<file path="src/rtl/fpu_exp_sub_arbiter.sv">
// fpu_exp_sub_arbiter
// Shares one exponent subtractor (x + ~y + 1) among NUM_REQ FPU add/sub
// requesters. A round-robin grant picks one request in IDLE and latches its
// operands. The block then returns |A - B| and a swap flag (A < B) to the
// mantissa-alignment stage.
//
// Ports
//   i_clk        clock, rising edge
//   i_rst_n      asynchronous active-low reset
//   i_req_valid  per-requester request valid
//   i_exp_a/b    packed exponents, requester k at [k*SIZE_EXP +: SIZE_EXP]
//   o_req_ready  one-hot grant (IDLE only)
//   o_rsp_valid  response valid (RESP state)
//   o_rsp_id     owner of the response
//   o_rsp_diff   |A - B|
//   o_rsp_swap   1 when A < B
//   i_rsp_ready  consumer ready
//   o_busy       high in every state except IDLE
module fpu_exp_sub_arbiter #(
   parameter  int NUM_REQ  = 4,
   parameter  int SIZE_EXP = 8,
   localparam int ID_W     = $clog2(NUM_REQ)
) (
   input  logic                         i_clk,
   input  logic                         i_rst_n,
   input  logic [NUM_REQ-1:0]           i_req_valid,
   input  logic [NUM_REQ*SIZE_EXP-1:0]  i_exp_a,
   input  logic [NUM_REQ*SIZE_EXP-1:0]  i_exp_b,
   output logic [NUM_REQ-1:0]           o_req_ready,
   output logic                         o_rsp_valid,
   output logic [ID_W-1:0]              o_rsp_id,
   output logic [SIZE_EXP-1:0]          o_rsp_diff,
   output logic                         o_rsp_swap,
   input  logic                         i_rsp_ready,
   output logic                         o_busy
);

   typedef enum logic [1:0] {
      IDLE  = 2'd0,
      PASS1 = 2'd1,
      PASS2 = 2'd2,
      RESP  = 2'd3
   } state_t;

   state_t              state, state_next;
   logic [ID_W-1:0]     rr_ptr;
   logic [SIZE_EXP-1:0] a_reg, b_reg;
   logic [ID_W-1:0]     id_reg;
   logic [SIZE_EXP-1:0] sum_reg;
   logic                carry_reg;
   // PASS1 spans two cycles: the first registers the subtractor result,
   // the second acts on the registered carry.
   logic                pass1_eval;
   logic [SIZE_EXP-1:0] diff_reg;
   logic                swap_reg;

   // ---------------- round-robin grant ----------------
   logic [NUM_REQ-1:0]  grant;
   logic [ID_W-1:0]     grant_id;
   logic                grant_found;
   logic [ID_W-1:0]     scan_idx;

   always_comb begin
      grant       = '0;
      grant_id    = '0;
      grant_found = 1'b0;
      scan_idx    = '0;
      for (int i = 0; i < NUM_REQ; i++) begin
         scan_idx = ID_W'((int'(rr_ptr) + i) % NUM_REQ);
         if (!grant_found && i_req_valid[scan_idx]) begin
            grant[scan_idx] = 1'b1;
            grant_id        = scan_idx;
            grant_found     = 1'b1;
         end
      end
   end

   wire accept = (state == IDLE) && grant_found;

   // ---------------- the single shared subtractor ----------------
   // Operands are reversed only in PASS2; the carry-out is the sole
   // ordering test (carry = 1 means x >= y).
   logic [SIZE_EXP-1:0] sub_x, sub_y;
   logic [SIZE_EXP:0]   sub_sum;

   assign sub_x   = (state == PASS2) ? b_reg : a_reg;
   assign sub_y   = (state == PASS2) ? a_reg : b_reg;
   assign sub_sum = {1'b0, sub_x} + {1'b0, ~sub_y} + (SIZE_EXP+1)'(1);

   // ---------------- state register ----------------
   always_ff @(posedge i_clk or negedge i_rst_n) begin
      if (!i_rst_n) begin
         state <= IDLE;
      end else begin
         state <= state_next;
      end
   end

   // ---------------- datapath registers ----------------
   always_ff @(posedge i_clk or negedge i_rst_n) begin
      if (!i_rst_n) begin
         rr_ptr     <= '0;
         a_reg      <= '0;
         b_reg      <= '0;
         id_reg     <= '0;
         sum_reg    <= '0;
         carry_reg  <= 1'b0;
         pass1_eval <= 1'b0;
         diff_reg   <= '0;
         swap_reg   <= 1'b0;
      end else begin
         case (state)
            IDLE: begin
               if (accept) begin
                  a_reg      <= i_exp_a[int'(grant_id)*SIZE_EXP +: SIZE_EXP];
                  b_reg      <= i_exp_b[int'(grant_id)*SIZE_EXP +: SIZE_EXP];
                  id_reg     <= grant_id;
                  rr_ptr     <= (grant_id == ID_W'(NUM_REQ-1)) ? '0 : grant_id + 1'b1;
                  pass1_eval <= 1'b0;
               end
            end
            PASS1: begin
               if (!pass1_eval) begin
                  sum_reg    <= sub_sum[SIZE_EXP-1:0];
                  carry_reg  <= sub_sum[SIZE_EXP];
                  pass1_eval <= 1'b1;
               end else if (carry_reg) begin
                  diff_reg <= sum_reg;
                  swap_reg <= 1'b0;
               end
            end
            PASS2: begin
               diff_reg <= sub_sum[SIZE_EXP-1:0];
               swap_reg <= 1'b1;
            end
            default: ;  // RESP: everything held for backpressure
         endcase
      end
   end

   // ---------------- next-state logic ----------------
   always_comb begin
      state_next = state;
      case (state)
         IDLE:  if (accept) state_next = PASS1;
         PASS1: if (pass1_eval) state_next = carry_reg ? RESP : PASS2;
         PASS2: state_next = RESP;
         RESP:  if (i_rsp_ready) state_next = IDLE;
         default: state_next = IDLE;
      endcase
   end

   // ---------------- outputs ----------------
   always_comb begin
      o_req_ready = '0;
      o_rsp_valid = 1'b0;
      o_busy      = 1'b1;
      case (state)
         IDLE: begin
            o_busy      = 1'b0;
            // Gated by reset so no grant is visible while reset is held.
            o_req_ready = i_rst_n ? grant : '0;
         end
         RESP:    o_rsp_valid = 1'b1;
         default: ;
      endcase
   end

   assign o_rsp_id   = id_reg;
   assign o_rsp_diff = diff_reg;
   assign o_rsp_swap = swap_reg;

endmodule

</file>
<file path="config.mk">
export PLATFORM = sky130hd
export DESIGN_NAME = fpu_exp_sub_arbiter
export DESIGN_NICKNAME = d
export VERILOG_FILES = /design/src/rtl/fpu_exp_sub_arbiter.sv
export SDC_FILE = /design/constraint.sdc
export NUM_CORES = 1
export LEC_CHECK = 0
export BUFFER_PORTS_ARGS = -buffer_cell sky130_fd_sc_hd__buf_2
export CAP_MARGIN = 10
export CORE_UTILIZATION = 50
export CTS_CLUSTER_DIAMETER = 30
export DETAILED_ROUTE_END_ITERATION = 10
export GPL_ROUTABILITY_DRIVEN = 0
export PLACE_DENSITY = 0.85
export SLEW_MARGIN = 10
export SYNTH_ARGS = -nofsm -noshare
export SYNTH_HDL_FRONTEND = slang
export SYNTH_SLANG_ARGS = --single-unit
</file>
<file path="constraint.sdc">
create_clock -name i_clk -period 4.8 [get_ports i_clk]
set_clock_uncertainty 0.15 [all_clocks]
set_input_delay 0.96 -clock i_clk [delete_from_list [all_inputs] [get_ports i_clk]]
set_output_delay 0.96 -clock i_clk [all_outputs]
set_load 0.005 [all_outputs]
</file>
Word-level counts from Yosys, hierarchy flattened. Cells that the tools add are included.

Register bits: 41. Input port bits: 71. Output and inout bits: 17. Word-level logic and storage cells: 106.

$add $sub $neg: 6. Order comparisons: 8. Eq/ne operators: 8. Shifts and indexed selects: 2. Mux-type cells: 48. Bitwise gates (word level): 5. Reductions and logical operators: 19.

Operators with widths (number): indexed part select 32 x 6 -> 8 bit (2); 2-to-1 mux 8 bit (4); 2-to-1 mux 4 bit (6); 2-to-1 mux 1 bit (18); 2-to-1 mux 2 bit (8); one-hot mux 8 bit (2 select lines) (1); < comparator 2 x 3 -> 1 bit (second input constant) (4); OR 4 bit (3); adder 8 x 8 -> 9 bit (1); adder 9 x 1 -> 9 bit (second input constant) (1); binary-select mux 1 bit (select 2 bit) (4); demux 1 bit (select 2 bit) (4); greater-or-equal comparator 2 x 1 -> 1 bit (second input constant) (4); logical AND 1 bit (8); != test 2 bit (second input constant) (4); NOT 8 bit (1); one-hot mux 2 bit (4 select lines) (1); == test 2 bit (second input constant) (3); AND reduction 2 bit (3); AND reduction 3 bit (2); adder 2 x 1 -> 2 bit (second input constant) (2); adder 2 bit (second input constant) (2); one-hot mux 1 bit (2 select lines) (2); nonzero test 2 bit (2); other kinds (4) (6).

Longest topological paths before layout.
Depth after elaboration: 15. Mapped depth: 14. Depth with buffers taken out: 11.

Worst setup path after synthesis. Ideal clock, no wire load.

Kind: register to output. Start: reg rr_ptr[0]. End: out o_req_ready[0]. Data arrival time: 2.226 ns. Data required time: 3.690 ns. Path slack: 1.464 ns. Stages on the path, launching flop included: 10. Cell sequence: dfrtp_1 > buf_6 > clkbuf_8 > inv_1 > ha_1 > mux4_2 > buf_6 > nor4b_4 > a221oi_1 > nor2_1.

Longest elaborated chain between the ends: 14. Elaborated cells on any way between the ends: 49. Classes of those cells: 3 x add/sub; 8 x order compare; 25 x mux; 3 x bitwise; 10 x reduce/logical.

RTL lines: start, declared (line 46) `logic [ID_W-1:0] rr_ptr;`; start signal, assigned (line 118) `rr_ptr <= (grant_id == ID_W'(NUM_REQ-1)) ? '0 : grant_id + 1'b1;`; branches (longest 11 deep; another with < comparator 2 x 3 -> 1 bit); 2-to-1 mux 4 bit * (line 70) `if (!grant_found && i_req_valid[scan_idx]) begin`; 2-to-1 mux 4 bit * (line 162) `o_req_ready = i_rst_n ? grant : '0;`; 2-to-1 mux 4 bit * (line 158) `case (state)`; end, declared (line 29) `output logic [NUM_REQ-1:0] o_req_ready,`.

Every way passes the cells marked *. The select of a mux whose other input is x is not followed.

Worst setup path after layout.
Start: reg rr_ptr[0]. End: out o_req_ready[1].

Same word-level chain as after synthesis.

==> metrics.yaml <==
critical_path:
  cp_data_required_time_ns: 3.69
  critical_path_peak_fanout: 18
  regToRegSetupSlack_ns: 0.98
  cpPeakStageDelay_ns: 0.77
  reg2reg_to: "b_reg[7]$_DFFE_PN0P_"
  worstReg2RegStart: "rr_ptr[0]$_DFFE_PN0P_"
  cp_common_cell: "nor2_1"
  cp_slowest_cell: "dfrtp_1"
  crit_chain: "inv_1 > ha_1 > mux4_2 > a22oi_1 > nor2_1 > a221oi_1 > nor2_1 > buf_2"
  end_kind: "output pin"
  start_kind: "flip-flop"
  arrival_ns: 3.20
  reg2regPathDepth: 9
  criticalPathCategory: "reg2out"
  cp-startpoint: "rr_ptr[0]$_DFFE_PN0P_"
hold_path:
  hold_path.class: "reg2reg"
  hold_depth: 2
  hold_end: "o_rsp_swap$_DFFE_PN0P_"
  min_from: "o_rsp_swap$_DFFE_PN0P_"
routing:
  vias: 2815
  ant_nets: 0
  route.detailed.drc: 0
  viasPerCell: 5.76
  routed_wl_mm: 7.23
  first_pass_iters: 4
  avgRoutedWirePerCell_um: 14.8
  drt_iter0_markers: 149
yosys:
  syn_nets: 420
  ys_seq_elements: 41
  async_flop_share: 1.00
  synth_seq_area_share: 0.309
  yosysUniqueCellTypes: 61
  synth_edf_count: 0
  ys.flop_type: "dfrtp_1"
  synth_area_per_cell_um2: 9.94
  ys_warn_count: 0
  syn_inst: 334
  netlist_area_um2: 3320
sta:
  period_minus_slack_ns: 4.31
  fmax_ghz: 0.232
  hold_viol: 0
  slew_headroom: 0.363
  max_slew.worst_pin.slew_ns: 0.951
  fin_crit_sh: 0.897
  setup_viol: 0
  rsz0062_at_grt: "false"
  fin_tns_setup_ns: 0
  maxSlewViolCount: 0
clock_network:
  post_cts_buffers: 0
  clk_pin_slew_worst_paths_ns: 0.08
  insertion_delay_ns: 0.29
  clock-root-buffer: "clkbuf_8"
  htree_levels: 2
  cts_buffer_depth: 2
  hold_buffers: 0
  cts_resized: 0
  cts_tree: "yes"
  numCtsBuffers: 5
  clock_sinks: 41
final_layout:
  antenna_cells: 0
  drive_gt1_frac: 0.323
  num-fill-cells: 533
  finish.net_count: 497
  syn2layout_area_growth_pct: 14.2
  final_cell_mix: "buf_2, nand2_1, dfrtp_1"
  final_common_cell: "buf_2"
  finish.utilization: 0.594
global_routing:
  grt_pass1_wl_mm: 12.1
  antenna_found_initial: 0
  grt_pass1_vias: 2678
  grt_max_degree: 43
  grtUsageTotal: 0.210
  grt_remaining_overflow: 0
floorplanning:
  die_w_um: 83.5
  die_h_um: 83.5
  num_rows: 29
  die_area_um2: 6970
  core_um2: 6390
  pin_count: 88
  start_util: 0.520
power:
  power_leakage_nw: 1.77
  ir_drop_mv: 0.351
  p_per_area_nw_per_um2: 745
placed_design:
  portBuffers: 87
  hpwl_mm: 5.44
run_status:
  status: "complete, no violations"
flow_run:
  cap_violations: 0
critical path, delay by kind of cell (launching register included):
family / cells / cell delay, ns
muxes: 1 / 0.50
DFF: 1 / 0.77
buffers and inverters: 2 / 0.43
AOI/OAI and AO/OA: 2 / 0.55
and+or+nand+nor: 2 / 0.16
adders and majority gates: 1 / 0.49
layout make-up:
type | count | area (um^2) | area share
Clock inverter | 2 | 10.0 | 0.00264
Tap cell | 77 | 96.3 | 0.0254
Multi-Input combinational cell | 262 | 2090 | 0.551
Sequential cell | 41 | 1030 | 0.271
Inverter | 12 | 45.0 | 0.0119
Timing Repair Buffer | 89 | 450 | 0.119
Clock buffer | 6 | 72.6 | 0.0191
layer usage:
metal | share of wire | global-route usage | up-vias
li1 | - | - | 1389
met1 | 0.46 | 0.286 | 1306
met2 | 0.47 | 0.332 | 103
met3 | 0.051 | 0.0435 | 17
met4 | 0.020 | 0.0740 | 0
met5 | 0 | 0 | -
metrics by stage:
step | hold slack [ns] | setup WS [ns] | power (W) | instances | area (um^2)
final | 0.324 | 0.494 | 0.00283 | 489 | 3790
after global routing | 0.358 | 0.333 | 0.00307 | 489 | 3790
after CTS | 0.328 | 0.534 | 0.00282 | 489 | 3790
after detailed placement | 0.310 | 0.855 | 0.00260 | 481 | 3710
after global placement | 0.304 | 1.08 | 0.00253 | 481 | 3710
after floorplan | 0.295 | 1.46 | 0.00231 | 334 | 3320
synthesized netlist by cell type (4+ instances only):
cell type / number / area [um^2]
nand2_1: 43 / 161
dfrtp_1: 41 / 1030
mux2i_1: 34 / 340
o21ai_0: 18 / 90.1
o221ai_2: 16 / 240
ha_1: 15 / 188
nor2_1: 15 / 56.3
a21oi_1: 14 / 70.1
a22oi_1: 12 / 90.1
inv_1: 12 / 45.0
nand2b_1: 12 / 75.1
nor2b_1: 9 / 56.3
a221oi_1: 7 / 61.3
clkbuf_1: 6 / 22.5
buf_6: 4 / 45.0
mux2_2: 4 / 45.0
mux4_2: 4 / 90.1
o31ai_1: 4 / 30.0
xnor2_1: 4 / 35.0
xor2_1: 4 / 35.0
how the worst max path moves through the flow:
| stage | cells past startpoint | slack (ns) | end |
|---|---|---|---|
| CTS | 8 | 0.53 | o_req_ready[1] |
| detailed placement | 8 | 0.86 | o_req_ready[1] |
| global route | 8 | 0.33 | o_req_ready[1] |
| floorplan | 9 | 1.46 | o_req_ready[0] |
| global placement | 7 | 1.08 | o_req_ready[3] |
| finish | 8 | 0.49 | o_req_ready[1] |
cells by family (layout without fill, tap and decap cells):
family | Yosys count | count (layout) | share of synthesized area
adders and majority gates | 18 | 18 | 0.0656
buffers and inverters | 31 | 109 | 0.0614
AOI/OAI and AO/OA | 89 | 89 | 0.228
and+or+nand+nor | 105 | 105 | 0.171
muxes | 42 | 42 | 0.143
DFF | 41 | 41 | 0.309
xor gates and xnor gates | 8 | 8 | 0.0211
where the power goes:
group | switching, W | total (W) | leakage [nW] | internal, W
Clock | 0.000114 | 0.000215 | 0.0450 | 0.000101
Combinational | 0.00108 | 0.00193 | 1.22 | 0.000843
Sequential | 0.000170 | 0.000683 | 0.510 | 0.000512
Total | 0.00137 | 0.00283 | 1.77 | 0.00146
Note: power is estimated with default switching activity, not from simulation.
